### config.mk
export PLATFORM = sky130hd
export DESIGN_NAME = dmem_banked
export DESIGN_NICKNAME = d
export VERILOG_FILES = /design/src/rtl/dmem_banked_pkg.sv /design/src/rtl/dmem_lane_ram.sv /design/src/rtl/dmem_banked.sv
export SDC_FILE = /design/constraint.sdc
export NUM_CORES = 2
export LEC_CHECK = 0
export ABC_CLOCK_PERIOD_IN_PS = 12100
export CAP_MARGIN = 30
export CORE_AREA = 8 8 466 468
export CTS_BUF_LIST = sky130_fd_sc_hd__clkbuf_16
export DETAILED_ROUTE_END_ITERATION = 7
export DIE_AREA = 0 0 474 476
export MAX_ROUTING_LAYER = met4
export SYNTH_ARGS = -nofsm -noshare
export SYNTH_HDL_FRONTEND = slang
export SYNTH_SLANG_ARGS = --single-unit
### constraint.sdc
create_clock -name clk -period 12.1 [get_ports clk]
set_input_delay 2.42 -clock clk [delete_from_list [all_inputs] [get_ports clk]]
set_output_delay 2.42 -clock clk [all_outputs]
set_load 0.03 [all_outputs]
### src/rtl/dmem_banked_pkg.sv
// Shared types and defaults for the byte-banked data memory.
// Size and state encodings used by the top and the bench.
package dmem_banked_pkg;

  localparam int unsigned DMEM_XLEN   = 32;
  localparam int unsigned DMEM_ADDR_W = 32;

  typedef enum logic [1:0] {
    SzB   = 2'd0,
    SzH   = 2'd1,
    SzW   = 2'd2,
    SzRsv = 2'd3
  } size_e;

  typedef enum logic {
    StIdle = 1'b0,
    StResp = 1'b1
  } state_e;

  // Access width in bytes; the reserved encoding maps to 8 and is rejected upstream.
  function automatic logic [3:0] size_bytes(input logic [1:0] size);
    return 4'd1 << size;
  endfunction

endpackage

### src/rtl/dmem_lane_ram.sv
// One byte lane of the data memory: 8-bit x Depth synchronous single-port RAM.
// A write returns the old contents on the same cycle's read port.
module dmem_lane_ram #(
  parameter int unsigned Depth = 64,
  parameter int unsigned AddrW = $clog2(Depth)
) (
  input  logic             clk_i,
  input  logic             we_i,
  input  logic [AddrW-1:0] addr_i,
  input  logic [7:0]       wdata_i,
  output logic [7:0]       rdata_o
);

  logic [7:0] mem_q [Depth];

  always_ff @(posedge clk_i) begin
    if (we_i) begin
      mem_q[addr_i] <= wdata_i;
    end
    rdata_o <= mem_q[addr_i];
  end

endmodule

### src/rtl/dmem_banked.sv
// Byte-banked data memory: one load/store per cycle, any alignment, valid/ready on both sides.
// Lane k holds bytes whose address mod LANES equals k; unaligned accesses spill into row+1.
module dmem_banked
  import dmem_banked_pkg::*;
#(
  parameter int unsigned XLEN        = DMEM_XLEN,
  parameter int unsigned DEPTH       = 64,
  parameter int unsigned ADDR_W      = DMEM_ADDR_W,
  parameter string       INIT_PREFIX = "dmem"
) (
  input  logic              clk,
  input  logic              reset,
  input  logic              req_valid,
  output logic              req_ready,
  input  logic              req_we,
  input  logic [1:0]        req_size,
  input  logic              req_unsigned,
  input  logic [ADDR_W-1:0] req_addr,
  input  logic [XLEN-1:0]   req_wdata,
  output logic              resp_valid,
  input  logic              resp_ready,
  output logic [XLEN-1:0]   resp_rdata,
  output logic              resp_err
);

  localparam int unsigned LANES = XLEN / 8;
  localparam int unsigned SelW  = $clog2(LANES);
  localparam int unsigned RowW  = $clog2(DEPTH);
  localparam logic [ADDR_W:0] LastAddr = (ADDR_W + 1)'(DEPTH * LANES - 1);

  state_e          state_q, state_d;
  logic [SelW-1:0] sel_q;
  logic [RowW-1:0] row_q;
  logic [1:0]      size_q;
  logic            uns_q, we_q, err_q;

  logic            accept;
  logic [SelW-1:0] req_sel;
  logic [RowW-1:0] req_row;
  logic [3:0]      req_bytes;
  logic [ADDR_W:0] req_last;
  logic            req_err;

  assign req_sel   = req_addr[SelW-1:0];
  assign req_row   = req_addr[SelW +: RowW];
  assign req_bytes = size_bytes(req_size);
  // One extra bit so an access at the top of the address space cannot wrap past the check.
  assign req_last  = {1'b0, req_addr} + (ADDR_W + 1)'(req_bytes) - (ADDR_W + 1)'(1);
  assign req_err   = (req_size == SzRsv) || (32'(req_bytes) > LANES) || (req_last > LastAddr);

  assign req_ready  = (state_q == StIdle) || resp_ready;
  assign resp_valid = (state_q == StResp);
  assign accept     = req_valid && req_ready;

  always_comb begin
    state_d = state_q;
    unique case (state_q)
      StIdle: if (accept) state_d = StResp;
      StResp: if (resp_ready) state_d = accept ? StResp : StIdle;
      default: state_d = StIdle;
    endcase
  end

  always_ff @(posedge clk or negedge reset) begin
    if (!reset) begin
      state_q <= StIdle;
      sel_q   <= '0;
      row_q   <= '0;
      size_q  <= '0;
      uns_q   <= 1'b0;
      we_q    <= 1'b0;
      err_q   <= 1'b0;
    end else begin
      state_q <= state_d;
      if (accept) begin
        sel_q  <= req_sel;
        row_q  <= req_row;
        size_q <= req_size;
        uns_q  <= req_unsigned;
        we_q   <= req_we;
        err_q  <= req_err;
      end
    end
  end

  // Without a new accept the lanes keep re-reading the held rows, so q is stable under stall.
  logic [SelW-1:0] addr_sel;
  logic [RowW-1:0] addr_row;
  logic [7:0]      lane_q [LANES];

  assign addr_sel = accept ? req_sel : sel_q;
  assign addr_row = accept ? req_row : row_q;

  for (genvar k = 0; k < LANES; k++) begin : g_lane
    logic [SelW-1:0] off;
    logic [RowW-1:0] lane_addr;
    logic            lane_we;
    logic [7:0]      lane_wdata;

    assign off        = SelW'(k) - req_sel;
    assign lane_addr  = (SelW'(k) < addr_sel) ? addr_row + RowW'(1) : addr_row;
    assign lane_we    = accept && req_we && !req_err && (4'(off) < req_bytes);
    assign lane_wdata = req_wdata[8*off +: 8];

    dmem_lane_ram #(
      .Depth (DEPTH)
    ) u_lane_ram (
      .clk_i   (clk),
      .we_i    (lane_we),
      .addr_i  (lane_addr),
      .wdata_i (lane_wdata),
      .rdata_o (lane_q[k])
    );
  end

  logic [XLEN-1:0] load_data;
  logic [3:0]      held_bytes;
  logic            sign;

  always_comb begin
    held_bytes = size_bytes(size_q);
    load_data  = '0;
    sign       = 1'b0;
    for (int i = 0; i < LANES; i++) begin
      if (4'(i) < held_bytes) begin
        load_data[8*i +: 8] = lane_q[sel_q + SelW'(i)];
      end
      if (4'(i) == held_bytes - 4'd1) begin
        sign = load_data[8*i + 7];
      end
    end
    for (int i = 0; i < LANES; i++) begin
      if ((4'(i) >= held_bytes) && sign && !uns_q) begin
        load_data[8*i +: 8] = 8'hFF;
      end
    end
  end

  assign resp_rdata = (resp_valid && !we_q && !err_q) ? load_data : '0;
  assign resp_err   = resp_valid && err_q;

endmodule

### Word level (Yosys, flattened, before mapping)

Memory sizes are Yosys's and may differ from the RTL's. A register that Yosys moved wholly into a read port is not among the register bits.
Cells that the tools add are included.

| storage, ports and cells | value |
|---|---|
| bits in registers | 14 |
| bits in writable memories | 2048 |
| input bits | 72 |
| output and inout port bits | 35 |
| word-level logic and storage cells | 127 |
| memories | 4 |

| cells by class | value |
|---|---|
| add/sub/neg operators | 11 |
| order comparisons | 22 |
| equality and inequality tests | 4 |
| shift-type cells | 6 |
| multiplexer cells | 42 |
| bitwise operators | 5 |
| reductions and logical operators | 26 |

Memory list:

| name | words | bits a word | rd ports | clocked after memory_dff | write ports | line | source |
|---|---|---|---|---|---|---|---|
| g_lane[0].u_lane_ram.mem_q | 64 | 8 | 1 | 1 | 1 | dmem_lane_ram.sv:14 | `logic [7:0] mem_q [Depth];` |
| g_lane[1].u_lane_ram.mem_q | 64 | 8 | 1 | 1 | 1 | dmem_lane_ram.sv:14 |  |
| g_lane[2].u_lane_ram.mem_q | 64 | 8 | 1 | 1 | 1 | dmem_lane_ram.sv:14 |  |
| g_lane[3].u_lane_ram.mem_q | 64 | 8 | 1 | 1 | 1 | dmem_lane_ram.sv:14 |  |

Operators by type and width:

| cell | count |
|---|---|
| 8-bit two-way mux | 16 |
| 32-bit by 6-bit variable part select with 8-bit output | 4 |
| 8-bit binary-select mux with 2-bit select | 4 |
| 32-bit by 4-bit adder with 33-bit output | 1 |
| 33-bit by 8-bit > comparator with 1-bit output, second input constant | 1 |
| 33-bit by 1-bit subtractor with 33-bit output, second input constant | 1 |
| 32-bit two-way mux | 1 |
| 6-bit two-way mux | 5 |
| 1-bit logical AND | 18 |
| 2-bit by 4-bit less-than comparator with 1-bit output | 4 |
| 1-bit two-way mux | 14 |
| 3-bit greater-or-equal comparator, second input constant | 4 |
| 2-bit NOT with 3-bit output | 4 |
| 2-bit by 4-bit equality test with 1-bit output, first input constant | 2 |
| 1-bit by 4-bit greater-or-equal comparator with 1-bit output, first input constant | 2 |
| 2-bit by 4-bit greater-or-equal comparator with 1-bit output, first input constant | 2 |
| 1-bit by 4-bit less-than comparator with 1-bit output, first input constant | 2 |
| 2-bit by 4-bit less-than comparator with 1-bit output, first input constant | 2 |
| 1-bit by 2-bit left shift with 4-bit output, first input constant | 2 |
| 6-bit by 1-bit adder with 6-bit output, second input constant | 1 |
| 2-bit adder, second input constant | 2 |
| 1-bit by 4-bit equality test with 1-bit output, first input constant | 1 |
| 4-bit by 3-bit > comparator with 1-bit output, second input constant | 1 |
| 1-bit zero test | 4 |
| 12 further kinds | 18 |

### Depth between registers and ports, before layout

| logic depth | value |
|---|---|
| depth in word-level cells | 13 |
| depth in mapped cells | 20 |
| depth with buffers taken out | 15 |

### By module

Synthesis repeated with hierarchy kept, for this count alone.

| unflattened totals | value |
|---|---|
| cell total of the unflattened synthesis | 5308 |
| area total of the unflattened synthesis | 86940.9 sq um |

Modules (own cells, without submodules):

| module | times used | cells an instance | area each (sq um) | seq. area each (sq um) |
|---|---|---|---|---|
| dmem_lane_ram | 4 | 1171 | 20449.6 | 15534.9 |
| dmem_banked | 1 | 624 | 5142.4 | 350.3 |

### Least setup slack after synthesis

OpenSTA, ideal clock, no wires.

| timing | value |
|---|---|
| path type | input to register |
| from | input req_addr[0] |
| to | memory g_lane[2].u_lane_ram.mem_q[11][0] (enable) |
| setup time | 0.395 ns |
| data arrival time | 7.194 ns |
| data required time | 11.705 ns |
| slack | 4.511 ns |
| cell stages on the path | 18 |
| path through | buf_1 buf_1 clkbuf_1 inv_1 ha_1 inv_1 ha_1 a211oi_1 o21a_1 o311ai_0 o41ai_1 or4_1 a211oi_1 and4_1 nand4_1 buf_2 buf_2 nor4_1 |

| on the way | value |
|---|---|
| cells in the longest elaborated chain, start to end | 9 |
| elaborated cells between the ends (all ways) | 14 |
| those cells by class | 3 x add/sub; 3 x order compare; 4 x mux; 4 x reduce/logical |

RTL lines:

| item | line | source |
|---|---|---|
| start: declaration | dmem_banked.sv:18 | `input logic [ADDR_W-1:0] req_addr,` |
| 32-bit by 4-bit adder with 33-bit output | dmem_banked.sv:48 | `assign req_last = {1'b0, req_addr} + (ADDR_W + 1)'(req_bytes) - (ADDR_W + 1)'(1);` |
| 33-bit by 1-bit subtractor with 33-bit output | dmem_banked.sv:48 |  |
| 33-bit by 8-bit > comparator with 1-bit output | dmem_banked.sv:49 | `assign req_err = (req_size == SzRsv) \|\| (32'(req_bytes) > LANES) \|\| (req_last > LastAddr);` |
| 1-bit logical OR | dmem_banked.sv:49 |  |
| 1-bit zero test | dmem_banked.sv:102 | `assign lane_we = accept && req_we && !req_err && (4'(off) < req_bytes);` |
| 1-bit logical AND (2 in a row) | dmem_banked.sv:102 |  |
| 1-bit two-way mux | dmem_lane_ram.sv:17 | `if (we_i) begin` |
| 1-bit two-way mux (implied by the code) | dmem_lane_ram.sv:18 | `mem_q[addr_i] <= wdata_i;` |
| end: declaration | dmem_lane_ram.sv:14 |  |

Parallel ways exist; a longest one is shown, timed or not.

### Worst setup path in the final report

| timing | value |
|---|---|
| from | input req_valid |
| to | memory g_lane[0].u_lane_ram.mem_q[48][0] (enable) |

| on the way | value |
|---|---|
| elaborated cells between the ends (all ways) | 11 |
| those cells by class | 1 x add/sub; 1 x order compare; 5 x mux; 4 x reduce/logical |

RTL lines:

| item | line | source |
|---|---|---|
| start: declaration | dmem_banked.sv:13 | `input logic req_valid,` |
| 1-bit logical AND * | dmem_banked.sv:53 | `assign accept = req_valid && req_ready;` |
| 6-bit two-way mux * | -- |  |
| named net addr_row[0] | dmem_banked.sv:88 | `logic [RowW-1:0] addr_row;` |
| 6-bit by 1-bit adder with 6-bit output | dmem_banked.sv:101 | `assign lane_addr = (SelW'(k) < addr_sel) ? addr_row + RowW'(1) : addr_row;` |
| 6-bit two-way mux * | dmem_banked.sv:101 |  |
| end: declaration | dmem_lane_ram.sv:14 |  |

The timed path passes the listed nets; every way through them passes the cells marked *.

==> results.py <==
metrics = {
    "run_status": {
        "status": "finished clean",
    },
    "routing": {
        "drc_errors": 0,
        "antenna_left": 0,
        "dr_total_vias": 52762,
        "routedWlPerCell_um": 31.0,
        "first_iter_violations": 7365,
        "totalWireLength_um": 260000,
        "via_per_inst": 6.30,
        "drtPass1Iterations": 8,
    },
    "setup_path": {
        "path_cells": "clkdlybuf4s50_1 -> inv_1 -> nor3_1 -> nor2_2 -> clkinv_1 -> ha_1 -> o31ai_1 -> o21a_4 -> buf_4 -> nand3_1 -> or2_2 -> nor3_1 -> buf_2",
        "arrival_ns": 9.15,
        "path_buf_inv": 5,
        "worstSetupPathType": "in -> reg",
        "max_stage_delay_ns": 0.71,
        "crit_start": "req_valid",
        "crit_required_ns": 12.60,
        "crit_path_start_kind": "input port",
        "crit_path_end_kind": "register",
        "r2r-start": "resp_valid",
        "crit_top_cell": "nor3_1",
        "crit_family": "buffers and inverters",
        "crit_slowest_cell": "clkdlybuf4s50_1",
        "crit_fanout": 51,
        "r2r_slack_ns": 5.23,
    },
    "synth": {
        "synthesis.nets": 5301,
        "seq_area_frac_synth": 0.748,
        "synth_edf_count": 2048,
        "async_flop_share": 0.00669,
        "netlist_instances": 5186,
        "synth_flop_cell": "edfxtp_1",
        "yosysWarnings": 0,
        "synth_cell_types": 92,
        "netlist_area_mm2": 0.0835,
        "avgSynthCellArea_um2": 16.1,
        "synth_seq_cells": 2094,
    },
    "placement": {
        "gp_congestion": 0.894,
        "dp_hpwl_um": 158000,
        "place_inst": 7981,
        "portBuffers": 106,
    },
    "timing": {
        "finalCriticalPeriod_ns": 8.65,
        "finClkSkew_ns": 0.0709,
        "tns_ns": 0,
        "fmax_ghz": 0.116,
        "rsz0062_at_grt": "no",
        "drv_slew": 0,
        "relSlewSlack": 0.278,
        "timing.final.crit_share": 0.715,
        "worst_pin_slew_ns": 1.07,
        "finalSetupViolCount": 0,
        "hold_ws_ns": 0.484,
        "hold_viol_final": 0,
    },
    "finish": {
        "nets": 5497,
        "multi_input_area_mm2": 0.0204,
        "final_util": 0.457,
        "seqCellArea_mm2": 0.0625,
        "layoutNonFillerInstCount": 8373,
        "final_cell_mix": "edfxtp_1 (2048), a22oi_1 (510), nand2_1 (281)",
        "layout-drive-gt1-share": 0.156,
        "final_common_cell": "edfxtp_1",
        "areaGrowthSynthToFinish_pct": 15.0,
        "fillCellCount": 17985,
    },
    "grt": {
        "grt_max_degree": 134,
        "first_global_vias": 50495,
        "grt_overflow_total": 0,
        "antenna_found_initial": 10,
        "grt_pass1_wl_um": 370000,
        "grt_usage": 0.228,
    },
    "clock_network": {
        "cts.sinks": 2094,
        "h-tree-depth": 4,
        "cts_hold_buffers": 0,
        "cts_resized": 0,
        "cts_buffers": 199,
        "cts_tree": "done",
        "insertion_delay_ns": 0.86,
        "post_cts_buffers": 0,
        "clkTransAtPathRegs_ns": 0.07,
        "root_buffer": "clkbuf_16",
        "cts_buffer_depth": 3,
    },
    "pwr": {
        "power.density_mw_per_mm2": 174,
        "peakVddDrop_v": 0.000138,
        "leakagePower_nw": 29.5,
    },
    "floorplan": {
        "core-area_mm2": 0.210,
        "initial_utilization": 0.397,
        "io_pins": 107,
        "die_h_um": 476,
        "die_width_um": 474,
        "die-area_mm2": 0.226,
        "rows": 169,
    },
    "worst_hold_path": {
        "hp-start": "we_q",
        "hp-class": "reg -> reg",
    },
    "flow_run": {
        "drv_cap": 0,
    },
}
-- stage by stage --
step	cell area, um^2	worst slack [ns]	power [mW]
after floorplan	83500	4.51	9.70
after global placement	89100	2.75	10.8
after detailed placement	89600	2.72	10.8
after CTS	95900	3.59	16.7
after global routing	96000	3.07	17.1
final	96100	3.45	16.7
-- registers in the layout (all words and copies together) (netlist names) --
register	count
sel_q	2
resp_valid	1
uns_q	1
row_q	6
g_lane.u_lane_ram.mem_q	2048
g_lane.u_lane_ram.rdata_o	32
size_q	2
we_q	1
err_q	1
-- power by group --
group / internal (mW) / total [mW] / leakage [nW] / switching, mW
Sequential: 8.14 / 8.25 / 18.8 / 0.114
Clock: 3.26 / 5.98 / 3.20 / 2.71
Combinational: 0.707 / 2.45 / 7.49 / 1.74
-- layout make-up --
class | count | area share
Sequential cell | 2094 | 0.651
Multi-Input combinational cell | 2644 | 0.212
Clock buffer | 200 | 0.0521
Tap cell | 2821 | 0.0367
Timing Repair Buffer | 381 | 0.0327
Clock inverter | 162 | 0.0128
Inverter | 62 | 0.00245
Antenna cell | 9 | 0.000234
-- path summary, 6_finish.rpt --
| check | endpoint | cells after the start |
|---|---|---|
| min reg2reg | we_q | 2 |
| max in group asynchronous | sel_q[0] | 1 |
| min | we_q | 2 |
| min in group asynchronous | row_q[1] | 1 |
| max reg2reg | g_lane[0].u_lane_ram.mem_q[48][0] | 14 |
| max | g_lane[0].u_lane_ram.mem_q[48][0] | 13 |
-- metal layers --
layer / wire (um) / up-vias / global-route usage
met4: 13500 / 0 / 0.0991
met2: 122000 / 3107 / 0.355
met1: 101000 / 27066 / 0.300
li1: - / 22053 / -
met3: 22800 / 536 / 0.0343
met5: 0 / - / -
-- cells in the mapped netlist (all sizes together), types with 9 or more instances --
cell type / number / area (um^2)
o21bai: 10 / 75.1
o2111ai: 10 / 87.6
a22o: 90 / 788
mux2i: 94 / 941
a31o: 9 / 78.8
xnor2: 13 / 136
o22ai: 45 / 282
nand2: 282 / 1060
inv: 60 / 228
and3: 47 / 299
nor3: 79 / 395
o22a: 14 / 123
o211ai: 14 / 105
dfxtp: 32 / 641
nor4: 225 / 1480
dfrtp: 14 / 350
o21a: 15 / 113
buf: 153 / 723
a21o: 21 / 158
o21ai: 62 / 314
or2: 14 / 87.6
mux4: 62 / 1400
a222oi: 60 / 601
nand4: 21 / 131
a22oi: 510 / 3830
a31oi: 122 / 763
a211oi: 15 / 113
a41oi: 40 / 350
a21oi: 180 / 905
nand3: 55 / 275
or4: 25 / 188
a221oi: 133 / 1160
mux2: 42 / 473
a221o: 31 / 310
edfxtp: 2048 / 61500
clkbuf: 233 / 875
nor2: 123 / 469
ha: 42 / 526
o32ai: 9 / 86.3
-- worst reg2reg max path: stages (launching register included) --
cell and delay (ns):
dfrtp_1 0.37, buf_4 0.23, and2b_4 0.27, inv_4 0.17, a21boi_1 0.15, nor2_2 0.53, clkinv_1 0.53, ha_1 0.65
o31ai_1 0.58, o21a_4 0.64, buf_4 0.67, nand3_1 0.26, or2_2 0.50, nor3_1 0.67, buf_2 0.29
-- cell families (layout without fill, tap and decap cells) --
kind of cell	after synthesis	after routing	synth area share
AO/OA/AOI/OAI	1460	1460	0.130
XOR/XNOR	21	21	0.00247
adder cells (fa/ha/maj)	43	43	0.00653
buffers and inverters	448	805	0.0219
flip-flops	2094	2094	0.748
multiplexers	198	198	0.0336
other	0	9	0
AND/OR/NAND/NOR	922	922	0.0570
(Power assumes the default switching activity.)
